$ cat src/rtl/uart_pkg.sv
// Shared types and constants for the UART transmit path.
package uart_pkg;

    localparam int unsigned MIN_DATA_W     = 5;
    localparam int unsigned MAX_FRAME_BITS = 13;

    typedef enum logic [2:0] {
        PAR_NONE  = 3'd0,
        PAR_EVEN  = 3'd1,
        PAR_ODD   = 3'd2,
        PAR_MARK  = 3'd3,
        PAR_SPACE = 3'd4
    } parity_e;

    typedef enum logic [2:0] {
        IDLE,
        START,
        DATA,
        PARITY,
        STOP
    } tx_state_e;

    // Clamp a requested data length into MIN_DATA_W..max_w.
    function automatic logic [3:0] clamp_len(input logic [3:0] dl, input int unsigned max_w);
        if (32'(dl) < MIN_DATA_W) return 4'(MIN_DATA_W);
        if (32'(dl) > max_w)      return 4'(max_w);
        return dl;
    endfunction

endpackage

$ cat src/rtl/uart_tx_holdbuf.sv
// One-entry holding register between the valid/ready handshake and the framer.
module uart_tx_holdbuf #(
    parameter int unsigned W = 9
) (
    input  logic         baud_clk,
    input  logic         rst_n,
    input  logic [W-1:0] data,
    input  logic [3:0]   len,
    input  logic [2:0]   mode,
    input  logic         two_stop,
    input  logic         valid,
    input  logic         take,
    output logic         ready,
    output logic         full,
    output logic [W-1:0] held_data,
    output logic [3:0]   held_len,
    output logic [2:0]   held_mode,
    output logic         held_two_stop
);

    logic push;
    logic full_nxt;

    assign ready = ~full;
    assign push  = valid & ready;

    // A push while empty that is taken on the same edge bypasses the register,
    // so the entry only becomes occupied when nobody consumes it immediately.
    always_comb begin
        full_nxt = full;
        if (push)
            full_nxt = ~(take & ~full);
        else if (take)
            full_nxt = 1'b0;
    end

    // Occupancy flag and stored word/format.
    always_ff @(posedge baud_clk or negedge rst_n) begin
        if (!rst_n) begin
            full          <= 1'b0;
            held_data     <= '0;
            held_len      <= '0;
            held_mode     <= '0;
            held_two_stop <= 1'b0;
        end else begin
            full <= full_nxt;
            if (push) begin
                held_data     <= data;
                held_len      <= len;
                held_mode     <= mode;
                held_two_stop <= two_stop;
            end
        end
    end

endmodule

$ cat src/rtl/uart_tx_framer.sv
// UART transmit framer: start, 5..MAX_DATA_W data bits LSB first, optional
// parity, 1 or 2 stop bits, one bit per baud_clk, with gap-free back-to-back.
module uart_tx_framer
    import uart_pkg::*;
#(
    parameter int unsigned MAX_DATA_W = 9
) (
    input  logic                  baud_clk,
    input  logic                  rst_n,
    input  logic [MAX_DATA_W-1:0] tx_data,
    input  logic [3:0]            data_len,
    input  logic [2:0]            parity_mode,
    input  logic                  two_stop,
    input  logic                  tx_valid,
    output logic                  tx_ready,
    output logic                  tx,
    output logic                  busy,
    output logic                  done
);

    localparam int unsigned CNT_W = $clog2(MAX_DATA_W + 1);

    logic                  buf_full;
    logic [MAX_DATA_W-1:0] buf_data;
    logic [3:0]            buf_len;
    logic [2:0]            buf_mode;
    logic                  buf_two_stop;
    logic                  load;

    tx_state_e             state, state_nxt;
    logic [MAX_DATA_W-1:0] shifter, shift_nxt;
    logic [CNT_W-1:0]      bit_cnt, cnt_nxt;
    logic [CNT_W-1:0]      len_last_q, len_last_nxt;
    logic                  stop_cnt, stop_nxt;
    logic                  par_en_q, par_en_nxt;
    logic                  par_bit_q, par_bit_nxt;
    logic                  two_stop_q, two_nxt;
    logic                  tx_q, tx_nxt;

    logic [MAX_DATA_W-1:0] src_data;
    logic [3:0]            src_len;
    logic [2:0]            src_mode;
    logic                  src_two;
    logic [3:0]            len_cl;
    logic [MAX_DATA_W-1:0] mask;
    logic [MAX_DATA_W-1:0] masked;
    logic                  src_par_en;
    logic                  src_par_bit;

    uart_tx_holdbuf #(.W(MAX_DATA_W)) u_holdbuf (
        .baud_clk      (baud_clk),
        .rst_n         (rst_n),
        .data          (tx_data),
        .len           (data_len),
        .mode          (parity_mode),
        .two_stop      (two_stop),
        .valid         (tx_valid),
        .take          (load),
        .ready         (tx_ready),
        .full          (buf_full),
        .held_data     (buf_data),
        .held_len      (buf_len),
        .held_mode     (buf_mode),
        .held_two_stop (buf_two_stop)
    );

    assign tx   = tx_q;
    assign busy = (state != IDLE);
    assign done = (state == STOP) && (stop_cnt == two_stop_q);

    // Frame source: the held word, or the word being handed over right now
    // when the buffer is empty at the last stop bit.
    always_comb begin
        src_data = buf_full ? buf_data     : tx_data;
        src_len  = buf_full ? buf_len      : data_len;
        src_mode = buf_full ? buf_mode     : parity_mode;
        src_two  = buf_full ? buf_two_stop : two_stop;
        len_cl   = clamp_len(src_len, MAX_DATA_W);
        mask     = '0;
        for (int unsigned i = 0; i < MAX_DATA_W; i++)
            mask[i] = (i < 32'(len_cl));
        masked      = src_data & mask;
        src_par_en  = 1'b1;
        src_par_bit = 1'b0;
        case (src_mode)
            PAR_EVEN:  src_par_bit = ^masked;
            PAR_ODD:   src_par_bit = ~(^masked);
            PAR_MARK:  src_par_bit = 1'b1;
            PAR_SPACE: src_par_bit = 1'b0;
            default:   src_par_en  = 1'b0;
        endcase
    end

    // Next-state, shifter, counters and the next serial bit.
    always_comb begin
        state_nxt    = state;
        shift_nxt    = shifter;
        cnt_nxt      = bit_cnt;
        stop_nxt     = stop_cnt;
        len_last_nxt = len_last_q;
        par_en_nxt   = par_en_q;
        par_bit_nxt  = par_bit_q;
        two_nxt      = two_stop_q;
        load         = 1'b0;
        tx_nxt       = 1'b1;

        case (state)
            IDLE: begin
                if (buf_full) load = 1'b1;
            end
            START: begin
                state_nxt = DATA;
                cnt_nxt   = '0;
            end
            DATA: begin
                if (bit_cnt == len_last_q) begin
                    cnt_nxt   = '0;
                    stop_nxt  = 1'b0;
                    state_nxt = par_en_q ? PARITY : STOP;
                end else begin
                    cnt_nxt   = bit_cnt + 1'b1;
                    shift_nxt = shifter >> 1;
                end
            end
            PARITY: begin
                state_nxt = STOP;
                stop_nxt  = 1'b0;
            end
            STOP: begin
                if (stop_cnt == two_stop_q) begin
                    if (buf_full || tx_valid) load = 1'b1;
                    else                      state_nxt = IDLE;
                end else begin
                    stop_nxt = 1'b1;
                end
            end
            default: state_nxt = IDLE;
        endcase

        if (load) begin
            state_nxt    = START;
            shift_nxt    = masked;
            len_last_nxt = CNT_W'(len_cl - 4'd1);
            par_en_nxt   = src_par_en;
            par_bit_nxt  = src_par_bit;
            two_nxt      = src_two;
            cnt_nxt      = '0;
            stop_nxt     = 1'b0;
        end

        // tx is a flop, so it is driven from the state being entered.
        case (state_nxt)
            START:   tx_nxt = 1'b0;
            DATA:    tx_nxt = shift_nxt[0];
            PARITY:  tx_nxt = par_bit_nxt;
            default: tx_nxt = 1'b1;
        endcase
    end

    // State, datapath and line registers; reset forces the line idle at once.
    always_ff @(posedge baud_clk or negedge rst_n) begin
        if (!rst_n) begin
            state      <= IDLE;
            shifter    <= '0;
            bit_cnt    <= '0;
            stop_cnt   <= 1'b0;
            len_last_q <= '0;
            par_en_q   <= 1'b0;
            par_bit_q  <= 1'b0;
            two_stop_q <= 1'b0;
            tx_q       <= 1'b1;
        end else begin
            state      <= state_nxt;
            shifter    <= shift_nxt;
            bit_cnt    <= cnt_nxt;
            stop_cnt   <= stop_nxt;
            len_last_q <= len_last_nxt;
            par_en_q   <= par_en_nxt;
            par_bit_q  <= par_bit_nxt;
            two_stop_q <= two_nxt;
            tx_q       <= tx_nxt;
        end
    end

endmodule

$ cat config.mk
export PLATFORM = sky130hd
export DESIGN_NAME = uart_tx_framer
export DESIGN_NICKNAME = d
export VERILOG_FILES = /design/src/rtl/uart_pkg.sv /design/src/rtl/uart_tx_holdbuf.sv /design/src/rtl/uart_tx_framer.sv
export SDC_FILE = /design/constraint.sdc
export NUM_CORES = 1
export LEC_CHECK = 0
export CORE_MARGIN = 2
export CORE_UTILIZATION = 65
export CTS_BUF_LIST = sky130_fd_sc_hd__clkbuf_8 sky130_fd_sc_hd__clkbuf_16
export DETAILED_ROUTE_END_ITERATION = 7
export DONT_BUFFER_PORTS = 1
export PLACE_DENSITY = 0.77
export SYNTH_ARGS = -nofsm -noshare
export SYNTH_HDL_FRONTEND = slang
export SYNTH_HIERARCHICAL = 1
export SYNTH_SLANG_ARGS = --single-unit
export TNS_END_PERCENT = 10
$ cat constraint.sdc
create_clock -name baud_clk -period 5.8 [get_ports baud_clk]
set_input_delay 0.29 -clock baud_clk [delete_from_list [all_inputs] [get_ports baud_clk]]
set_output_delay 0.29 -clock baud_clk [all_outputs]
set_load 0.005 [all_outputs]
==> metrics, run 1 <==
status=complete, no violations; Crit Path Max Fanout=28; initial antenna violation count=0; Post-Synth Adder-Cell Area=around 2.1%; syn_nets=250; final setup vio count=0; hold buffer count at cts=2; HP Class=in -> reg; Worst path slowest cell=nand3_1; layout cell share with drive strength beyond 1=about 15%; DRC=0; full die area=4239 um2; setup repair bufs after CTS=0; mapped cell area=2427 um2; H-tree Lvls=2; die height=roughly 65 um; cells after synthesis=~230; critical path class=reg -> reg; clock latency on the worst-skew pair=0.30 ns; complex-gate fraction of the synthesized area=~14%; starting density of the core=around two thirds; final wirelength=between 4 and 5 mm; Placed Area=around 2400 um2; DRT antenna net count=0; global placer's final weighted congestion=around 0.84; clk sinks=43; vias in the first global route=~1700; first-pass GRT wire length=between 8 and 9 mm; arrival time worst endpoint=a little over 3 ns; maxcap violations=0; CP Cell Sequence=buf_4 > a21o_1 > nand3_1 > inv_1 > nor2_1 > nand2_1 > a31o_1 > a21oi_1; fmax=approximately 350 MHz; Die Wd=65.11 um; Fin. Hold Viols=0; Vias=1682; hold slack=~0.13 ns; register area share after synthesis=~44%; peak supply drop=approximately 0.35 mV; largest net degree at the start of global routing=44; Finished Cell Area=2564 um2; Tmin final=2.853 ns; Buffers on Ports=0; Yosys reg bits=43; pre-CTS WS=~3 ns; Area Overhead vs Synth=5.619%; post-synthesis simple-gate area fraction=between 10 and 15%; CTS tree=built; critical path's largest stage delay=0.49 ns; Ports=24; Distinct cells, synth=50; overall power=around 1.6 mW; Worst path top cell family by delay=simple AND/OR/NAND/NOR gates; Post-Synth XOR/XNOR Area=a little under 6%; Worst Path Buf+Inv=2; Tcrit/Tclk final=~49%; Nets=between 200 and 300; Longest Clk Path Bufs=2; Lkg Pwr=approximately 1.2 nW; Num CTS Buffers=5; P per Cell Area=~620 nW/um2; YS warnings=6; crit start category=flip-flop; multiplexer area fraction after synthesis=14.54%; Worst Setup End Kind=flip-flop; RSZ-0062 raised after global routing=false; Core Footprint=between 3000 and 4000 um2; Vias/cell=between 6 and 7; grt ovf=0; clk root buf=clkbuf_8; relative slew slack=30.68%; Max Slew Vio Count=0; Reg clk slew, reported paths=around 0.08 ns; Rows=22; drt first-iter violations=105; Worst Max-Slew Pin Slew=1.035 ns; drt pass-1 iters=4; post-detail-place hpwl=3.403 mm; worst path required time=around 6 ns; GR Util All Layers=between 20% and 30%; Final WS setup=slightly below 3 ns; diodes inserted=0; clk_skew=0.006224 ns; main combinational cell family by area after synthesis=multiplexers; WL/cell=around 17 um; CTS resizes=0; setup tns final=0 ns; mean area per synthesized cell=approximately 11 um2; filler cell count=~290
cells in the final DEF (no fill, tap or decap), drive strengths merged, types with 6 or more instances in the layout:
master  count
a21oi       9
a221o       6
dfrtp      42
inv         9
mux2       18
mux2i      10
nand2      21
nand3       7
nor2       23
o21ai       7
xnor2       6
xor2        7
path summary, 6_finish.rpt:
kind | from | to | slack [ns] | depth (start not counted)
max | u_holdbuf/full | tx | 2.95 | 8
min | data_len[0] | u_holdbuf/held_len[0] | 0.13 | 1
max reg2reg | u_holdbuf/full | tx | 2.95 | 8
min reg2reg | shifter[5] | shifter[5] | 0.49 | 2
max in group asynchronous | rst_n | tx | 5.07 | 2
min in group asynchronous | rst_n | bit_cnt[0] | 0.47 | 2
registers in the layout, summed over array words and instances (netlist names):
register and flops:
u_holdbuf/held_two_stop 1, len_last_q 4, par_en_q 1, u_holdbuf/held_mode 3
par_bit_q 1, stop_cnt 1, u_holdbuf/full 1, tx 1
bit_cnt 4, state 3, u_holdbuf/held_len 4, two_stop_q 1
u_holdbuf/held_data 9, shifter 9
area by class of cell:
cell class              count  area, um2  share of cell area (%)
well taps                  48      60.06                   2.343
clock buffers               5      68.82                   2.684
inverters                   9      33.78                   1.318
clock inverters             3      43.79                   1.708
repair buffers              4      45.04                   1.757
flip-flops and latches     43       1077                   42.02
multi-input cells         164       1235                   48.17
kinds of logic after synthesis:
family,Yosys count
simple gates,71
compound gates,47
flops,43
mux,28
buf+inv,19
xor+xnor,14
fa+ha+maj,4
synthesized netlist by cell type, drive strengths merged:
cell / number / area, um2
dfrtp: 42 / 1051
nor2: 23 / 86.33
nand2: 21 / 78.83
mux2: 18 / 240.2
mux2i: 10 / 112.6
a21oi: 9 / 45.04
inv: 9 / 33.78
nand3: 7 / 35.03
o21ai: 7 / 35.03
xor2: 7 / 61.31
a221o: 6 / 60.06
xnor2: 6 / 60.06
a21o: 5 / 38.79
buf: 5 / 62.55
clkbuf: 5 / 18.77
ha: 4 / 50.05
nor3: 4 / 20.02
nand2b: 3 / 18.77
nor2b: 3 / 21.27
nor3b: 3 / 22.52
o32ai: 3 / 26.28
a211oi: 2 / 15.01
a22o: 2 / 17.52
a22oi: 2 / 15.01
a31oi: 2 / 12.51
a32o: 2 / 20.02
nor4: 2 / 27.53
or3: 2 / 12.51
a211o: 1 / 8.760
a221oi: 1 / 8.760
a31o: 1 / 8.760
and3b: 1 / 8.760
dfstp: 1 / 26.28
nand4: 1 / 6.260
o211ai: 1 / 7.510
o22ai: 1 / 6.260
o311ai: 1 / 8.760
o31ai: 1 / 7.510
or3b: 1 / 8.760
xnor3: 1 / 22.52
report_power, final:
| group | total (mW) | internal [mW] | switching, mW | leakage (nW) |
|---|---|---|---|---|
| combinational | 0.795 | 0.400 | 0.394 | 0.602 |
| clock | 0.234 | 0.128 | 0.105 | 0.0581 |
| sequential | 0.551 | 0.435 | 0.116 | 0.528 |
routing by layer:
metal / routed length [um] / share of wire (%) / vias to the layer above / track usage, %
met2: 2242 / 47 / 42 / 39.18
met5: 0 / 0 / - / 0
met1: 2185 / 46 / 821 / 35.53
met3: 224 / 4.7 / 9 / 7.534
met4: 85 / 1.8 / 0 / 8.594
li1: - / - / 810 / -
through the flow:
stage	utilization, %	std cells
final	70.56	276
after global routing	70.56	276
after CTS	70.56	276
after detailed placement	66.63	266
after global placement	66.63	266
after floorplan	-	226
Note: power is estimated with default switching activity, not from simulation.
==> inputs of run 2 (changes only) <==
--- a/config.mk
+++ b/config.mk
@@ -6,11 +6,11 @@
 export NUM_CORES = 1
 export LEC_CHECK = 0
 export CORE_MARGIN = 2
-export CORE_UTILIZATION = 65
+export CORE_UTILIZATION = 63
 export CTS_BUF_LIST = sky130_fd_sc_hd__clkbuf_8 sky130_fd_sc_hd__clkbuf_16
 export DETAILED_ROUTE_END_ITERATION = 7
 export DONT_BUFFER_PORTS = 1
-export PLACE_DENSITY = 0.77
+export PLACE_DENSITY = 0.75
 export SYNTH_ARGS = -nofsm -noshare
 export SYNTH_HDL_FRONTEND = slang
 export SYNTH_HIERARCHICAL = 1
==> constraint.sdc (replaced) <==
create_clock -name baud_clk -period 2.7 [get_ports baud_clk]
set_input_delay 0.135 -clock baud_clk [delete_from_list [all_inputs] [get_ports baud_clk]]
set_output_delay 0.135 -clock baud_clk [all_outputs]
set_load 0.005 [all_outputs]
==> metrics, run 2 (synthesis gave the netlist of run 1 again) <==
r2r worst-path depth=11 (was 8); P per Cell Area=1222 nW/um2 (was 615.9 nW/um2); largest net degree at the start of global routing=44 (unchanged); full die area=4365 um2 (was 4239 um2); DRT antenna net count=0 (unchanged); initial antenna violation count=0 (unchanged); Crit Path Max Fanout=9 (was 28); starting density of the core=65.81% (was 66.80%); clock latency on the worst-skew pair=0.30 ns (about the same); HP Class=in -> reg (unchanged); H-tree Lvls=2 (unchanged); global placer's final weighted congestion=0.7723 (was 0.8430); Buffers on Ports=0 (unchanged); Die Wd=66.07 um (was 65.11 um); Worst path slowest cell=dfrtp_2 (was nand3_1); Area Overhead vs Synth=13.25% (was 5.619%); Clock power frac=11.9% (was 14.8%); Nets=271 (was 251); Vias/cell=5.936 (was 6.094); CP Cell Sequence=mux2i_4 > nand2_1 > inv_1 > ha_1 > nand4_1 > o311ai_1 > a32o_1 > a211o_1 > xnor2_1 > mux2i_1 > o21ai_1 (was buf_4 > a21o_1 > nand3_1 > inv_1 > nor2_1 > nand2_1 > a31o_1 > a21oi_1); most frequent cells in the layout=dfrtp_1, nor2_1, nand2_1, dlygate4sd3_1 (was dfrtp_1, nor2_1, nand2_1, mux2_4); drt pass-1 iters=4 (unchanged); worst path required time=2.88 ns (was 6.03 ns); Tmin final=2.436 ns (was 2.853 ns); Rows=22 (unchanged); crit start category=flip-flop (unchanged); setup tns final=0 ns (unchanged); R2R Setup Slk=0.26 ns (was 2.95 ns); combinational group share of total power=52.7% (was 50.3%); Final Core Density=74.53% (was 70.56%); Worst Setup End Kind=flip-flop (unchanged); Lkg Pwr=1.265 nW (was 1.188 nW); clk root buf=clkbuf_8 (unchanged); sw frac=39.30% (was 38.99%); arrival time worst endpoint=2.62 ns (was 3.08 ns); Num CTS Buffers=5 (unchanged); critical path class=reg -> reg (unchanged); Placed Area=2456 um2 (was 2421 um2); final setup vio count=0 (unchanged); maxcap violations=0 (unchanged); drt first-iter violations=76 (was 105); GR Util All Layers=25.41% (was 25.67%); post-detail-place hpwl=3.235 mm (was 3.403 mm); clk_skew=0.01619 ns (was 0.006224 ns); hold path cells=2 (was 1); critical path's largest stage delay=0.50 ns (was 0.49 ns); Max Slew Vio Count=0 (unchanged); layout cell share with drive strength beyond 1=15.73% (was 15.35%); Finished Cell Area=2749 um2 (was 2564 um2); RSZ-0062 raised after global routing=false (unchanged); Tcrit/Tclk final=90.21% (was 49.20%); final wirelength=4.725 mm (was 4.737 mm); Ports=24 (unchanged); relative slew slack=66.58% (was 30.68%); r2r startpoint=u_holdbuf/full (unchanged); status=complete, no violations (unchanged); Sw Pwr=1.320 mW (was 0.6156 mW); Internal=2.039 mW (was 0.9634 mW); Top Registers=shifter x9, u_holdbuf/held_data x9 (unchanged); overall power=3.359 mW (was 1.579 mW); reg-to-reg endpoint=par_bit_q (was tx); CTS tree=built (unchanged); die height=66.07 um (was 65.11 um); Longest Clk Path Bufs=2 (unchanged); DRC=0 (unchanged); Reg clk slew, reported paths=0.08 ns (about the same); first-pass GRT wire length=8.300 mm (was 8.211 mm); fmax=410.6 MHz (was 350.5 MHz); Vias=1757 (was 1682); WL/cell=15.96 um (was 17.16 um); Core Footprint=3689 um2 (was 3633 um2); vias in the first global route=1759 (was 1741); Worst Max-Slew Pin Slew=0.4995 ns (was 1.035 ns); HP Start=tx_valid (was data_len[0]); Hold Path End=u_holdbuf/full (was u_holdbuf/held_len[0]); Seq pwr share=35.4% (was 34.9%); Fin. Hold Viols=0 (unchanged); most common cell after layout, fill and taps aside=dfrtp_1 (unchanged); clk sinks=43 (unchanged); diodes inserted=0 (unchanged); peak supply drop=0.7585 mV (was 0.3467 mV); grt ovf=0 (unchanged); setup repair bufs after CTS=0 (unchanged)
[run 2: cell count changes in the layout (fill, tap and decap cells not counted), sizes merged]
cell and delta:
buf +3, bufinv -1, clkinv -1, clkinvlp +1
dlygate4sd3 +17, inv +1
[run 2: power groups by stage]
stage	clock network [mW]	registers, mW	logic (mW)
CTS	0.403	1.19	1.77
floorplan	0	1.12	1.52
detailed placement	0	1.20	1.73
finish	0.399	1.19	1.77
global route	0.428	1.24	1.95
global placement	0	1.17	1.69
[run 2: timing repair]
item | 4_1_cts | 5_1_grt
gates resized for setup | 0 | 2
endpoints found under the setup margin | 0 | 1
hold buffers | 19 | 0
endpoints found under the hold margin | 60 | 0
[run 2: metal layers]
layer | part of all wire, % | up-vias | global-route usage, %
li1 | - | 851 | -
met1 | 43 | 864 | 32.47
met2 | 52 | 38 | 43.43
met3 | 4.3 | 4 | 5.792
met4 | 0.74 | 0 | 7.143
met5 | 0 | - | 0
[run 2: layout make-up]
class                           instances  area (um2)
Sequential cell                        43        1079
Timing Repair Buffer                   24       250.2
Clock buffer                            5       68.82
Inverter                                9       33.78
Multi-Input combinational cell        164        1241
Fill cell                             264       939.7
Tap cell                               48       60.06
Clock inverter                          3       16.27
[run 2: worst max-delay path by stage]
stage | startpoint | endpoint | slack, ns
final | u_holdbuf/full | par_bit_q | 0.26
after global routing | u_holdbuf/held_len[2] | par_bit_q | 0.05
after CTS | u_holdbuf/full | par_bit_q | 0.14
after detailed placement | u_holdbuf/full | par_bit_q | 0.16
after global placement | u_holdbuf/full | par_bit_q | 0.29
after floorplan | u_holdbuf/full | par_bit_q | 0.09
[run 2: worst max-delay path: cells and delay by family, from the launching register on]
family,cells,cell delay (ns)
and+or+nand+nor,2,0.24
AOI/OAI and AO/OA,4,0.68
muxes,2,0.44
xor gates and xnor gates,1,0.17
adders and majority gates,1,0.23
DFF,1,0.50
buffers and inverters,1,0.06
[run 2: through the flow]
| stage | std cells | setup WS [ns] | hold slack, ns |
|---|---|---|---|
| after floorplan | 226 | 0.09455 | -0.1606 |
| after global placement | 269 | 0.2925 | -0.1592 |
| after detailed placement | 269 | 0.1582 | -0.1591 |
| after CTS | 296 | 0.1428 | 0.002529 |
| after global routing | 296 | 0.04928 | 0.01477 |
| final | 296 | 0.2643 | 0.01125 |
==> inputs of run 3 (changes only) <==
--- a/config.mk
+++ b/config.mk
@@ -6,11 +6,11 @@
 export NUM_CORES = 1
 export LEC_CHECK = 0
 export CORE_MARGIN = 2
-export CORE_UTILIZATION = 63
-export CTS_BUF_LIST = sky130_fd_sc_hd__clkbuf_8 sky130_fd_sc_hd__clkbuf_16
+export CORE_UTILIZATION = 65
+export CTS_BUF_LIST = sky130_fd_sc_hd__clkbuf_8
 export DETAILED_ROUTE_END_ITERATION = 7
 export DONT_BUFFER_PORTS = 1
-export PLACE_DENSITY = 0.75
+export PLACE_DENSITY = 0.77
 export SYNTH_ARGS = -nofsm -noshare
 export SYNTH_HDL_FRONTEND = slang
 export SYNTH_HIERARCHICAL = 1
==> metrics, run 3 (synthesis gave the netlist of run 1 again) <==
status=complete, no violations (unchanged); H-tree Lvls=2 (unchanged); overall power=3.474 mW (was 3.359 mW); WL/cell=17.32 um (was 15.96 um); Finished Cell Area=2764 um2 (was 2749 um2); Max Slew Vio Count=0 (unchanged); final wirelength=5.143 mm (was 4.725 mm); Final Core Density=76.07% (was 74.53%); Final WS setup=0.1725 ns (was 0.2643 ns); vias in the first global route=1837 (was 1759); arrival time worst endpoint=2.71 ns (was 2.62 ns); Die Wd=65.11 um (was 66.07 um); filler cell count=241 (was 264); clock latency on the worst-skew pair=0.30 ns (about the same); Hold Path End=u_holdbuf/full (unchanged); Area Overhead vs Synth=13.87% (was 13.25%); P per Cell Area=1257 nW/um2 (was 1222 nW/um2); final setup vio count=0 (unchanged); initial antenna violation count=0 (unchanged); most common cell after layout, fill and taps aside=dfrtp_1 (unchanged); Rows=22 (unchanged); relative slew slack=67.79% (was 66.58%); Worst Max-Slew Pin Slew=0.4814 ns (was 0.4995 ns); pre-CTS WS=0.2488 ns (was 0.1582 ns); starting density of the core=66.80% (was 65.81%); full die area=4239 um2 (was 4365 um2); Tcrit/Tclk final=93.61% (was 90.21%); DRC=0 (unchanged); Longest Clk Path Bufs=2 (unchanged); peak supply drop=0.7076 mV (was 0.7585 mV); grt ovf=0 (unchanged); placed cells=270 (was 269); global placer's final weighted congestion=0.8672 (was 0.7723); clk sinks=43 (unchanged); HP Class=in -> reg (unchanged); HP Start=tx_valid (unchanged); Vias/cell=6.094 (was 5.936); r2r worst-path depth=8 (was 11); DRT antenna net count=0 (unchanged); drt pass-1 iters=4 (unchanged); post-detail-place hpwl=3.224 mm (was 3.235 mm); Vias=1810 (was 1757); multi-input logic area=1241 um2 (unchanged); Lkg Pwr=1.281 nW (was 1.265 nW); Buffers on Ports=0 (unchanged); Tmin final=2.528 ns (was 2.436 ns); most frequent cells in the layout=dfrtp_1, nor2_1, nand2_1, dlygate4sd3_1, inv_1 (was dfrtp_1, nor2_1, nand2_1, dlygate4sd3_1); hold path cells=2 (unchanged); Crit Path Max Fanout=20 (was 9); Ports=24 (unchanged); largest net degree at the start of global routing=44 (unchanged); final instance count without filler cells=297 (was 296); r2r startpoint=u_holdbuf/full (unchanged); maxcap violations=0 (unchanged); first-pass GRT wire length=8.776 mm (was 8.300 mm); FF/Latch Area=1077 um2 (was 1079 um2); setup tns final=0 ns (unchanged); Top Registers=shifter x9, u_holdbuf/held_data x9 (unchanged); critical path class=reg -> reg (unchanged); Worst Setup End Kind=flip-flop (unchanged); Nets=272 (was 271); fmax=395.6 MHz (was 410.6 MHz); Placed Area=2451 um2 (was 2456 um2); hold slack=0.03749 ns (was 0.01125 ns); RSZ-0062 raised after global routing=false (unchanged); worst path required time=2.88 ns (about the same); Core Footprint=3633 um2 (was 3689 um2); drt first-iter violations=136 (was 76); diodes inserted=0 (unchanged); Num CTS Buffers=5 (unchanged); Fin. Hold Viols=0 (unchanged); die height=65.11 um (was 66.07 um); clk_skew=0.006718 ns (was 0.01619 ns); clk root buf=clkbuf_8 (unchanged); Reg clk slew, reported paths=0.08 ns (about the same); crit start category=flip-flop (unchanged); R2R Setup Slk=0.17 ns (was 0.26 ns); layout cell share with drive strength beyond 1=15.26% (was 15.73%); reg-to-reg endpoint=par_bit_q (unchanged); CTS tree=built (unchanged); GR Util All Layers=27.18% (was 25.41%)
[run 3: cell count changes in the layout (fill, tap and decap cells not counted), sizes merged]
cell,previous run,this run
buf,6,7
bufinv,0,1
clkinvlp,1,0
clkinv,1,0
inv,10,11
[run 3: worst max-delay path by stage]
stage	from	to	slack, ns	depth (start not counted)
finish	u_holdbuf/full	par_bit_q	0.17	8
global route	u_holdbuf/full	par_bit_q	0.03	11
CTS	u_holdbuf/full	par_bit_q	0.23	8
detailed placement	u_holdbuf/full	par_bit_q	0.25	8
global placement	u_holdbuf/held_len[1]	par_bit_q	0.33	11
floorplan	u_holdbuf/full	par_bit_q	0.09	15
[run 3: cell type report]
class / count / share of cell area, %
multi-input cells: 164 / 44.91
clock inverters: 3 / 1.358
flip-flops and latches: 43 / 38.98
repair buffers: 25 / 8.873
well taps: 48 / 2.173
inverters: 9 / 1.222
clock buffers: 5 / 2.490
[run 3: power breakdown]
part | switching (mW) | total (mW) | internal (mW)
Sequential | 0.254 | 1.19 | 0.934
Clock | 0.217 | 0.486 | 0.269
Combinational | 0.884 | 1.80 | 0.916
[run 3: repair_timing]
action / CTS / global route
setup buffers: 0 / 0
endpoints found under the setup margin: 0 / 1
gates resized for setup: 0 / 1
hold buffers: 19 / 0
hold endpoints to repair: 60 / 0
[run 3: worst max-delay path, cell delays in order (launching register included)]
cell and delay (ns):
dfrtp_1 0.54, buf_4 0.35, mux2i_1 0.31, xnor2_1 0.22, xnor2_2 0.16, xnor3_1 0.34, xnor2_1 0.21, mux2i_1 0.22
o21ai_1 0.07
[run 3: metal layers]
layer	vias up	GRT usage, %	part of all wire, %
li1	848	-	-
met1	898	35.68	44
met2	52	44.07	49
met3	12	6.678	5.1
met4	0	10.16	2.1
met5	-	0	0
